<file path="config.mk">
export PLATFORM = sky130hd
export DESIGN_NAME = traffic_phase_sequencer
export DESIGN_NICKNAME = d
export VERILOG_FILES = /design/src/rtl/traffic_phase_sequencer.sv
export SDC_FILE = /design/constraint.sdc
export NUM_CORES = 1
export LEC_CHECK = 0
export CAP_MARGIN = 20
export CORE_MARGIN = 10
export CORE_UTILIZATION = 42
export CTS_BUF_LIST = sky130_fd_sc_hd__clkbuf_4
export DETAILED_ROUTE_END_ITERATION = 10
export HOLD_SLACK_MARGIN = 0.15
export MAX_ROUTING_LAYER = met4
export PLACE_DENSITY = 0.69
export SLEW_MARGIN = 10
export SYNTH_ARGS = -nofsm -noshare
export SYNTH_HDL_FRONTEND = slang
export SYNTH_SLANG_ARGS = --single-unit
</file>
<file path="constraint.sdc">
create_clock -name clk -period 3.33 [get_ports clk]
set_clock_uncertainty 0.05 [all_clocks]
set_input_delay 0.999 -clock clk [delete_from_list [all_inputs] [get_ports clk]]
set_output_delay 0.999 -clock clk [all_outputs]
set_load 0.05 [all_outputs]
</file>
<file path="src/rtl/traffic_phase_sequencer.sv">
// -----------------------------------------------------------------------------
// traffic_phase_sequencer
// Multi-phase traffic signal controller. It cycles GREEN -> YELLOW -> ALLRED
// through the demanded phases. Phase 0 is always served. A night-mode request
// switches the controller into flashing operation.
//
// Ports
//   clk         : sole clock, rising edge
//   rst         : synchronous active-low reset
//   green_time  : per-phase green duration in ticks (CNT_W bits per phase)
//   demand      : per-phase service request (bit 0 ignored, phase 0 always served)
//   night_mode  : request for flashing operation
//   light       : per-phase lamps {red, yellow, green}, 3 bits per phase
//   phase       : active phase index
//   ps          : state (0 ALLRED, 1 GREEN, 2 YELLOW, 3 FLASH)
//   count       : remaining ticks in the current state minus one
// -----------------------------------------------------------------------------
module traffic_phase_sequencer #(
    parameter int unsigned N_PHASE   = 4,
    parameter int unsigned CNT_W     = 4,
    parameter int unsigned TICK_DIV  = 1,
    parameter int unsigned T_YEL     = 3,
    parameter int unsigned T_RED_CLR = 1
) (
    input  logic                                              clk,
    input  logic                                              rst,
    input  logic [N_PHASE*CNT_W-1:0]                          green_time,
    input  logic [N_PHASE-1:0]                                demand,
    input  logic                                              night_mode,
    output logic [N_PHASE*3-1:0]                              light,
    output logic [((N_PHASE > 1) ? $clog2(N_PHASE) : 1)-1:0]  phase,
    output logic [1:0]                                        ps,
    output logic [CNT_W-1:0]                                  count
);

    localparam int unsigned PH_W  = (N_PHASE > 1) ? $clog2(N_PHASE) : 1;
    localparam int unsigned DIV_W = (TICK_DIV > 1) ? $clog2(TICK_DIV) : 1;

    typedef enum logic [1:0] {
        ST_ALLRED = 2'd0,
        ST_GREEN  = 2'd1,
        ST_YELLOW = 2'd2,
        ST_FLASH  = 2'd3
    } state_t;

    state_t               r_state,  w_state_n;
    logic [PH_W-1:0]      r_phase,  w_phase_n;
    logic [CNT_W-1:0]     r_count,  w_count_n;
    logic                 r_blink,  w_blink_n;
    logic                 r_force0, w_force0_n;
    logic [DIV_W-1:0]     r_div,    w_div_n;
    logic [N_PHASE*3-1:0] r_light,  w_light_n;

    logic                 w_tick;
    logic [N_PHASE-1:0]   w_req;
    logic [PH_W-1:0]      w_nxt_phase;
    logic [PH_W-1:0]      w_tgt_phase;
    logic [CNT_W-1:0]     w_gt_arr [N_PHASE];
    logic [CNT_W-1:0]     w_gt;
    logic [CNT_W-1:0]     w_gt_m1;

    // Timing tick divider
    assign w_tick  = (r_div == DIV_W'(TICK_DIV - 1));
    assign w_div_n = w_tick ? '0 : r_div + DIV_W'(1);

    // Cyclic search from phase+1. Walking k downwards lets the nearest hit win.
    assign w_req = demand | N_PHASE'(1);

    always_comb begin
        w_nxt_phase = '0;
        for (int unsigned k = N_PHASE; k >= 1; k--) begin
            if (w_req[PH_W'((32'(r_phase) + k) % N_PHASE)]) begin
                w_nxt_phase = PH_W'((32'(r_phase) + k) % N_PHASE);
            end
        end
    end

    // After reset or flashing, service restarts at phase 0 regardless of demand
    assign w_tgt_phase = r_force0 ? '0 : w_nxt_phase;

    for (genvar g = 0; g < int'(N_PHASE); g++) begin : g_gt
        assign w_gt_arr[g] = green_time[CNT_W*g +: CNT_W];
    end

    // A zero green time behaves as one tick, so it loads a count of zero
    assign w_gt    = w_gt_arr[w_tgt_phase];
    assign w_gt_m1 = (w_gt == '0) ? '0 : w_gt - CNT_W'(1);

    // State register
    always_ff @(posedge clk) begin
        if (!rst) begin
            r_state  <= ST_ALLRED;
            r_phase  <= '0;
            r_count  <= CNT_W'(T_RED_CLR - 1);
            r_blink  <= 1'b0;
            r_force0 <= 1'b1;
            r_div    <= '0;
            r_light  <= {N_PHASE{3'b100}};
        end else begin
            r_state  <= w_state_n;
            r_phase  <= w_phase_n;
            r_count  <= w_count_n;
            r_blink  <= w_blink_n;
            r_force0 <= w_force0_n;
            r_div    <= w_div_n;
            r_light  <= w_light_n;
        end
    end

    // Next-state logic. Everything advances only on a tick.
    always_comb begin
        w_state_n  = r_state;
        w_phase_n  = r_phase;
        w_count_n  = r_count;
        w_blink_n  = r_blink;
        w_force0_n = r_force0;

        if (w_tick) begin
            case (r_state)
                ST_ALLRED: begin
                    if (r_count != '0) begin
                        w_count_n = r_count - CNT_W'(1);
                    end else if (night_mode) begin
                        w_state_n = ST_FLASH;
                        w_count_n = '0;
                        w_blink_n = 1'b1;
                    end else begin
                        w_state_n  = ST_GREEN;
                        w_phase_n  = w_tgt_phase;
                        w_count_n  = w_gt_m1;
                        w_force0_n = 1'b0;
                    end
                end
                ST_GREEN: begin
                    if (r_count != '0) begin
                        w_count_n = r_count - CNT_W'(1);
                    end else if ((w_nxt_phase == r_phase) && !night_mode) begin
                        // Sole demanded phase keeps the green, no yellow
                        w_count_n = w_gt_m1;
                    end else begin
                        w_state_n = ST_YELLOW;
                        w_count_n = CNT_W'(T_YEL - 1);
                    end
                end
                ST_YELLOW: begin
                    if (r_count != '0) begin
                        w_count_n = r_count - CNT_W'(1);
                    end else begin
                        w_state_n = ST_ALLRED;
                        w_count_n = CNT_W'(T_RED_CLR - 1);
                    end
                end
                ST_FLASH: begin
                    if (!night_mode) begin
                        w_state_n  = ST_ALLRED;
                        w_phase_n  = '0;
                        w_force0_n = 1'b1;
                        w_count_n  = CNT_W'(T_RED_CLR - 1);
                    end else begin
                        w_blink_n = ~r_blink;
                    end
                end
                default: begin
                    w_state_n = ST_ALLRED;
                    w_count_n = CNT_W'(T_RED_CLR - 1);
                end
            endcase
        end
    end

    // Lamp decode from the next state so that light is registered with ps.
    // Only the active phase can be green, so two greens cannot occur.
    always_comb begin
        w_light_n = '0;
        for (int unsigned p = 0; p < N_PHASE; p++) begin
            if (w_state_n == ST_FLASH) begin
                if (!w_blink_n) begin
                    w_light_n[3*p +: 3] = 3'b000;
                end else if (p == 0) begin
                    w_light_n[3*p +: 3] = 3'b010;
                end else begin
                    w_light_n[3*p +: 3] = 3'b100;
                end
            end else if ((32'(w_phase_n) == p) && (w_state_n == ST_GREEN)) begin
                w_light_n[3*p +: 3] = 3'b001;
            end else if ((32'(w_phase_n) == p) && (w_state_n == ST_YELLOW)) begin
                w_light_n[3*p +: 3] = 3'b010;
            end else begin
                w_light_n[3*p +: 3] = 3'b100;
            end
        end
    end

    assign light = r_light;
    assign phase = r_phase;
    assign ps    = r_state;
    assign count = r_count;

endmodule

</file>
# Word-level counts from Yosys, hierarchy flattened
# Cells that the tools add are included.
word_totals:
  output_inout_bits: 20
  input_bits: 23
  ff_bits: 23
classes:
  mux: 60
  eq_ne: 13
  magnitude_cmp: 5
  add_sub_neg: 7
  n_bitwise: 3
  reduce_logical: 18
op_table:
  columns: ["cell", "count"]
  rows:
  - ["3-bit 2-to-1 mux", 13]
  - ["4-bit 2-to-1 mux", 9]
  - ["2-bit 2-to-1 mux", 17]
  - ["4-bit one-hot mux with 4 select lines", 1]
  - ["2-bit == test (second input constant)", 6]
  - ["2-bit by 3-bit < comparator with 1-bit output (second input constant)", 4]
  - ["1-bit 2-to-1 mux", 11]
  - ["1-bit logical AND", 9]
  - ["1-bit binary-select mux with 2-bit select", 4]
  - ["4-bit binary-select mux with 2-bit select", 1]
  - ["2-bit one-hot mux with 4 select lines", 1]
  - ["4-bit by 1-bit subtractor with 4-bit output (second input constant)", 2]
  - ["2-bit by 1-bit == test with 1-bit output (second input constant)", 3]
  - ["2-bit != test (second input constant)", 3]
  - ["5-bit AND reduction", 1]
  - ["2-bit by 1-bit adder with 2-bit output (second input constant)", 2]
  - ["2-bit adder (second input constant)", 2]
  - ["2-bit zero test", 2]
  - ["4-bit zero test", 1]
  - ["1-bit one-hot mux with 2 select lines", 2]
  - ["2-bit one-hot mux with 2 select lines", 1]
  - ["2-bit AND reduction", 2]
  - ["4-bit nonzero test", 1]
  - ["3-bit greater-or-equal comparator (second input constant)", 1]
  - ["6 further kinds", 7]

# Depth between registers and ports, before layout
# Gate-level depths: netlist (run 1).
logic_depth:
  ltp_word: 18
  depth_mapped: 10

# Least setup slack after synthesis (run 1)
# OpenSTA, ideal clock, no wires.
synth_timing:
  path_type: "input -> register"
  from: "in demand[1]"
  to: "reg r_count[1], in the netlist count[1]"
  path_slack_ps: 368
  path_stages: 8
  arrival_time_ps: 2813
  cell_sequence: "nor4b_4 -> a31oi_2 -> nand2_1 -> nand2_1 -> a222oi_1 -> ha_1 -> o31a_1 -> a2111oi_4"
synth_via:
  elab_chain_len: 16
  elab_cells_between_ends: 27
  cone_classes: "add/sub (1); eq/ne (1); mux (22); bitwise (1); reduce/logical (2)"
synth_lines:
  columns: ["item", "line_no", "text"]
  rows:
  - ["from (decl)", "28", "input logic [N_PHASE-1:0] demand,"]
  - ["1-bit binary-select mux with 2-bit select", "72", "if (w_req[PH_W'((32'(r_phase) + k) % N_PHASE)]) begin"]
  - ["1-bit 2-to-1 mux (not written as such)", "72", null]
  - ["2-bit 2-to-1 mux (3 in a row)", "72", null]
  - ["2-bit 2-to-1 mux *", "72", null]
  - ["2-bit 2-to-1 mux", "79", "assign w_tgt_phase = r_force0 ? '0 : w_nxt_phase;"]
  - ["2-bit NOT with 3-bit output (not written as such)", "86", "assign w_gt = w_gt_arr[w_tgt_phase];"]
  - ["4-bit binary-select mux with 2-bit select", "86", null]
  - ["4-bit 2-to-1 mux (not written as such) (2 in a row)", "86", null]
  - ["4-bit by 1-bit subtractor with 4-bit output / 4-bit zero test (equally long branches)", "87", "assign w_gt_m1 = (w_gt == '0) ? '0 : w_gt - CNT_W'(1);"]
  - ["4-bit 2-to-1 mux", "87", null]
  - ["4-bit 2-to-1 mux, on equally long branches", "137, 123", null]
  - ["4-bit 2-to-1 mux, on equally long branches", "135, 121", null]
  - ["4-bit one-hot mux with 4 select lines *", "119", "case (r_state)"]
  - ["to (signal assigned)", "94", "r_count <= CNT_W'(T_RED_CLR - 1);"]
  - ["to (signal assigned)", "102", "r_count <= w_count_n;"]
  - ["to (decl)", "48", "logic [CNT_W-1:0] r_count, w_count_n;"]
# Mark *: on every way between the ends. The rest lies on a longest branch, timed or not. The select of a mux whose other input is x is not followed.
# A chain may end at the register's enable or synchronous reset.

# Worst setup path in the final report (run 1)
# Ends and elaborated chain as after synthesis.

==> impl_metrics.ini, run 1 <==
[power]
vdd_drop_max_v = 0.000550
p_leak_uw = 0.000885
p_per_area_nw_per_um2 = 881

[floorplanning]
die_h_um = 81.9
coreArea_um2 = 3690
die_w_um = 81.9
io_pins = 43
dieArea_um2 = 6710
num_rows = 22
start_util_pct = 43.6

[yosys]
ys_warn_count = 0
synth_nets = 228
synthArstFlopShare_pct = 0
yosysTopAreaCell = dfxtp_1
synth-edff-count = 0
syn_area_um2 = 1610
synth_flop_cell = dfxtp_1
synth_top_area_share_pct = 28.6
yosysUniqueCellTypes = 58
synthCells = 198
ys_seq_area_share_pct = 28.6
synth_area_leaders = dfxtp_1 (29%), nor2_1 (5.6%), ha_1 (5.4%), nand2_1 (4.9%), o21ai_0 (4.0%)
ys_seq_elements = 23
syn_avg_cell_area_um2 = 8.13

[cts]
cts.sinks = 23
clk_latency_ns = 0.31
root_buffer = clkbuf_4
cts_tree = done
cts_made_buffers = 3
clk_path_buf_depth = 2
htree_levels = 1
clk_pin_slew_ns = 0.13

[drt]
drt-total-wl_um = 4390
avgViaCountPerCell = 5.33
firstDrtPassIters = 4
vias = 1619
first_iter_violations = 99
ant_nets = 0
wl_per_cell_um = 14.5
drc_errors = 0

[sta]
fmax_mhz = 313
worst_slew_pin_slew_ns = 0.588
hold_viol = 0
finalCritPeriodShare_pct = 96.0
tns_ns = 0
rsz0062_at_grt = false
fin_ws_ns = 0.132
period_needed_ns = 3.20
setup_viol = 0
drv_slew = 0
slew_headroom_pct = 60.8

[grt]
grt_pass1_vias = 1592
antenna_found_initial = 0
grt_use_total_pct = 14.0
met1_usage_pct = 17.3
grt_max_degree = 16
grt_pass1_wl_um = 7440
busiest_layer = met2
overflow = 0
met2_usage_pct = 22.6
grt_use_met3_pct = 3.38

[job]
drv_cap = 0

[critical_path]
required_ns = 3.50
arrival_ns = 3.37
cpMostUsedCell = nand2_1
crit_path_start_kind = input pin
crit_start = demand[1]
path_max_fanout = 4
critPathSlowestCell = clkdlybuf4s50_1
slowest_delay_ns = 0.50
endpoint_kind = flop
path_cells = clkdlybuf4s50_1 > nor4b_4 > a31oi_2 > nand2_1 > nand2_1 > a222oi_1 > ha_1 > o31a_1 > a2111oi_4
r2r-start = ps[0]
crit_type = input pin to flop
rrSetupSlack_ns = 0.71

[placement]
dp_slack_ns = -0.238
place_congestion = 0.858
dp_hpwl_um = 3540
numPortBuffers = 41

[status]
outcome = complete, no violations

[final_layout]
final_nets = 287
diodes = 0
layout_commonest_cell = clkdlybuf4s50_1
syn_to_final_growth_pct = 37.8
drive_gt1_share_pct = 16.8
final_cell_mix = clkdlybuf4s50_1 (41), nor2_1 (24), dfxtp_1 (23)

[hold_path]
hp-start = count[1]
hold_class = flop to flop
## synth_stat cells (3+ instances only)
cell type and n:
a21oi_1 11, a22oi_1 3, and2_1 4, and3_1 4, clkbuf_1 3, dfxtp_1 23
ha_1 7, inv_1 10, nand2_1 21, nand2b_1 3, nand3_1 6, nor2_1 24
nor2b_1 3, nor3_1 8, o21ai_0 13, o22ai_1 3
## worst max-delay path: cells and delay by family
family / cells / cell delay [ns]
buffers and inverters: 1 / 0.50
AOI/OAI and AO/OA: 4 / 1.12
adders and majority gates: 1 / 0.32
and+or+nand+nor: 3 / 0.44
## power by group
part,internal (µW),leakage (µW),total (µW),switching (µW)
combinational,580,0.000683,1400,819
clock,45.8,0.0000139,133,87.2
sequential,346,0.000188,421,75.5
## sequential cells by signal, indices dropped and copies added, names as in the netlist
signal	flops
light	12
count	4
phase	2
ps	2
r_blink	1
r_div	1
r_force0	1
## worst paths after layout
| path | to | cells past startpoint |
|---|---|---|
| max | count[1] | 9 |
| min | count[1] | 2 |
| max reg2reg | light[8] | 9 |
| min reg2reg | count[1] | 2 |
## area by class of cell
cell class	count	area (µm²)
fillers	347	1470
multi-input cells	158	1070
repair buffers	61	561
flip-flops and latches	23	460
well taps	48	60.1
inverters	10	37.5
clock buffers	3	22.5
clock inverters	1	7.51
## stage by stage
step	util (%)	hold slack, ns	cell area, µm²	total power (µW)	cells
after floorplan	-	0.440	1610	1420	198
after global placement	58.9	0.484	2170	1800	298
after detailed placement	58.9	0.502	2170	1810	298
after CTS	59.7	0.521	2200	1950	302
after global routing	60.1	0.550	2220	2120	304
final	60.1	0.519	2220	1950	304
## logic make-up after synthesis
logic type                 synth area share, %
and+or+nand+nor                           29.3
AOI/OAI and AO/OA                         29.6
DFF                                       28.6
buffers and inverters                     4.98
adders and majority gates                 5.44
muxes                                     1.24
other                                    0.233
xor gates and xnor gates                 0.544
## timing repair
item                                    in CTS  in global routing
endpoints found under the setup margin       0                  1
buffers inserted                             0                  2
hold buffers                                 0                  0
gates resized for setup                      0                  0
## routing by layer
layer  vias up  wire, µm
met5         -         0
met4         0        17
met3         2       195
met2        26      2160
met1       749      2020
li1        842         -
(Power assumes the default switching activity.)
==> run 2: changes to the inputs <==
--- a/config.mk
+++ b/config.mk
@@ -13,6 +13,7 @@
 export HOLD_SLACK_MARGIN = 0.15
 export MAX_ROUTING_LAYER = met4
 export PLACE_DENSITY = 0.69
+export SETUP_SLACK_MARGIN = 0.02
 export SLEW_MARGIN = 10
 export SYNTH_ARGS = -nofsm -noshare
 export SYNTH_HDL_FRONTEND = slang
==> results of run 2 <==
Same layout as run 1: the final DEF is identical, and so are final timing and power.
==> run 3: changes to the inputs <==
--- a/config.mk
+++ b/config.mk
@@ -7,12 +7,12 @@
 export LEC_CHECK = 0
 export CAP_MARGIN = 20
 export CORE_MARGIN = 10
-export CORE_UTILIZATION = 42
+export CORE_UTILIZATION = 40
 export CTS_BUF_LIST = sky130_fd_sc_hd__clkbuf_4
 export DETAILED_ROUTE_END_ITERATION = 10
 export HOLD_SLACK_MARGIN = 0.15
 export MAX_ROUTING_LAYER = met4
-export PLACE_DENSITY = 0.69
+export PLACE_DENSITY = 0.66
 export SETUP_SLACK_MARGIN = 0.02
 export SLEW_MARGIN = 10
 export SYNTH_ARGS = -nofsm -noshare
==> impl_metrics.ini, run 3 (synthesis results as in run 1) <==
[final_layout]
stdcell_count = 304
fill_cells = 336
multiInputGateArea_um2 = 1070
syn_to_final_growth_pct = 37.8
largest_reg_flops = 12
drive_gt1_share_pct = 16.8
seqCellArea_um2 = 460
design_area_um2 = 2220
final_nets = 287
diodes = 0
layout_commonest_cell = clkdlybuf4s50_1
final_cell_mix = clkdlybuf4s50_1 (41), nor2_1 (24), dfxtp_1 (23)

[drt]
avgViaCountPerCell = 5.54
ant_nets = 0
drt-total-wl_um = 4490
drc_errors = 0
firstDrtPassIters = 4
vias = 1685
wl_per_cell_um = 14.8
first_iter_violations = 121

[placement]
dp_hpwl_um = 3590
dp.cells = 299
numPortBuffers = 41
place_congestion = 0.872
placed_area_um2 = 2180

[critical_path]
endpoint_kind = flop
crit_start = demand[1]
critPathSlowestCell = clkdlybuf4s50_1
cpMostUsedCell = nand2_1
r2r-start = count[1]
slowest_delay_ns = 0.49
arrival_ns = 3.35
required_ns = 3.52
crit_path_start_kind = input pin
path_max_fanout = 4
crit_type = input pin to flop
path_cells = clkdlybuf4s50_1 > nor4b_4 > a31oi_2 > nand2_1 > nand2_1 > a222oi_1 > ha_1 > o31a_2 > a2111oi_4

[job]
drv_cap = 0

[cts]
cts_tree = done
clk_pin_slew_ns = 0.14
cts_made_buffers = 3
clk_path_buf_depth = 2
htree_levels = 1
cts.sinks = 23
hold_buffers = 0
clk_latency_ns = 0.32
root_buffer = clkbuf_4

[grt]
grt_use_total_pct = 13.0
grt_max_degree = 15
grt_pass1_vias = 1645
busiest_layer = met2
overflow = 0
grt_pass1_wl_um = 7670
antenna_found_initial = 0
met2_usage_pct = 21.1
grt_use_met3_pct = 4.00
met1_usage_pct = 15.7

[power]
p_per_area_nw_per_um2 = 888
p_leak_uw = 0.000884
vdd_drop_max_v = 0.000486

[floorplanning]
die_h_um = 83.4
num_rows = 22
start_util_pct = 42.7
io_pins = 43
dieArea_um2 = 6960
die_w_um = 83.4
coreArea_um2 = 3770

[sta]
worst_slew_pin_slew_ns = 0.515
rsz0062_at_grt = false
period_needed_ns = 3.17
finalCritPeriodShare_pct = 95.1
slew_headroom_pct = 65.6
hold_viol = 0
setup_viol = 0
tns_ns = 0
drv_slew = 0
fmax_mhz = 316

[hold_path]
hold_class = flop to flop
hp-start = r_blink

[status]
outcome = complete, no violations
## run 3: cell counts in the layout (fill, tap and decap cells not counted)
No cell type changed its count.
## run 3: final cells by class
cell class                      instances  area share, %
Multi-Input combinational cell        158           48.2
Tap cell                               48           2.71
Timing Repair Buffer                   61           25.3
Inverter                               10           1.69
Sequential cell                        23           20.8
Clock buffer                            3           1.02
Clock inverter                          1          0.339
## run 3: per-stage QoR
step | util [%] | power [µW] | hold WS (ns) | setup WS, ns
after detailed placement | 57.8 | 1820 | 0.500 | -0.228
final | 58.8 | 1970 | 0.527 | 0.163
after CTS | 58.6 | 1960 | 0.529 | 0.111
after floorplan | - | 1420 | 0.440 | 0.368
after global placement | 57.8 | 1820 | 0.484 | -0.194
after global routing | 58.8 | 2140 | 0.545 | 0.0256
## run 3: critical path: cells and delay by family
family / cells / cell delay (ns)
buffers and inverters: 1 / 0.49
AND/OR/NAND/NOR: 3 / 0.43
AO/OA/AOI/OAI: 4 / 1.11
adder cells (fa/ha/maj): 1 / 0.32
## run 3: timing repair
action | in CTS | in global routing
setup buffers | 0 | 1
endpoints found under the hold margin | 0 | 0
resized for setup | 0 | 0
endpoints found under the setup margin | 0 | 2
## run 3: final timing paths
path,to,slack (ns),depth (start not counted)
worst max register to register,light[11],0.69,10
worst min-delay path,r_blink,0.53,2
worst max-delay path,count[1],0.16,9
worst min register to register,r_blink,0.53,2
## run 3: layer usage
layer,share of wire (%),up-vias
met3,5.0,2
met1,47,803
met5,0,-
met4,0.29,0
li1,-,846
met2,47,34
## run 3: report_power, final
group / total, µW / internal, µW / switching [µW] / leakage, µW
Clock: 138 / 45.9 / 92.5 / 0.0000139
Sequential: 420 / 346 / 74.6 / 0.000188
Combinational: 1410 / 588 / 823 / 0.000682
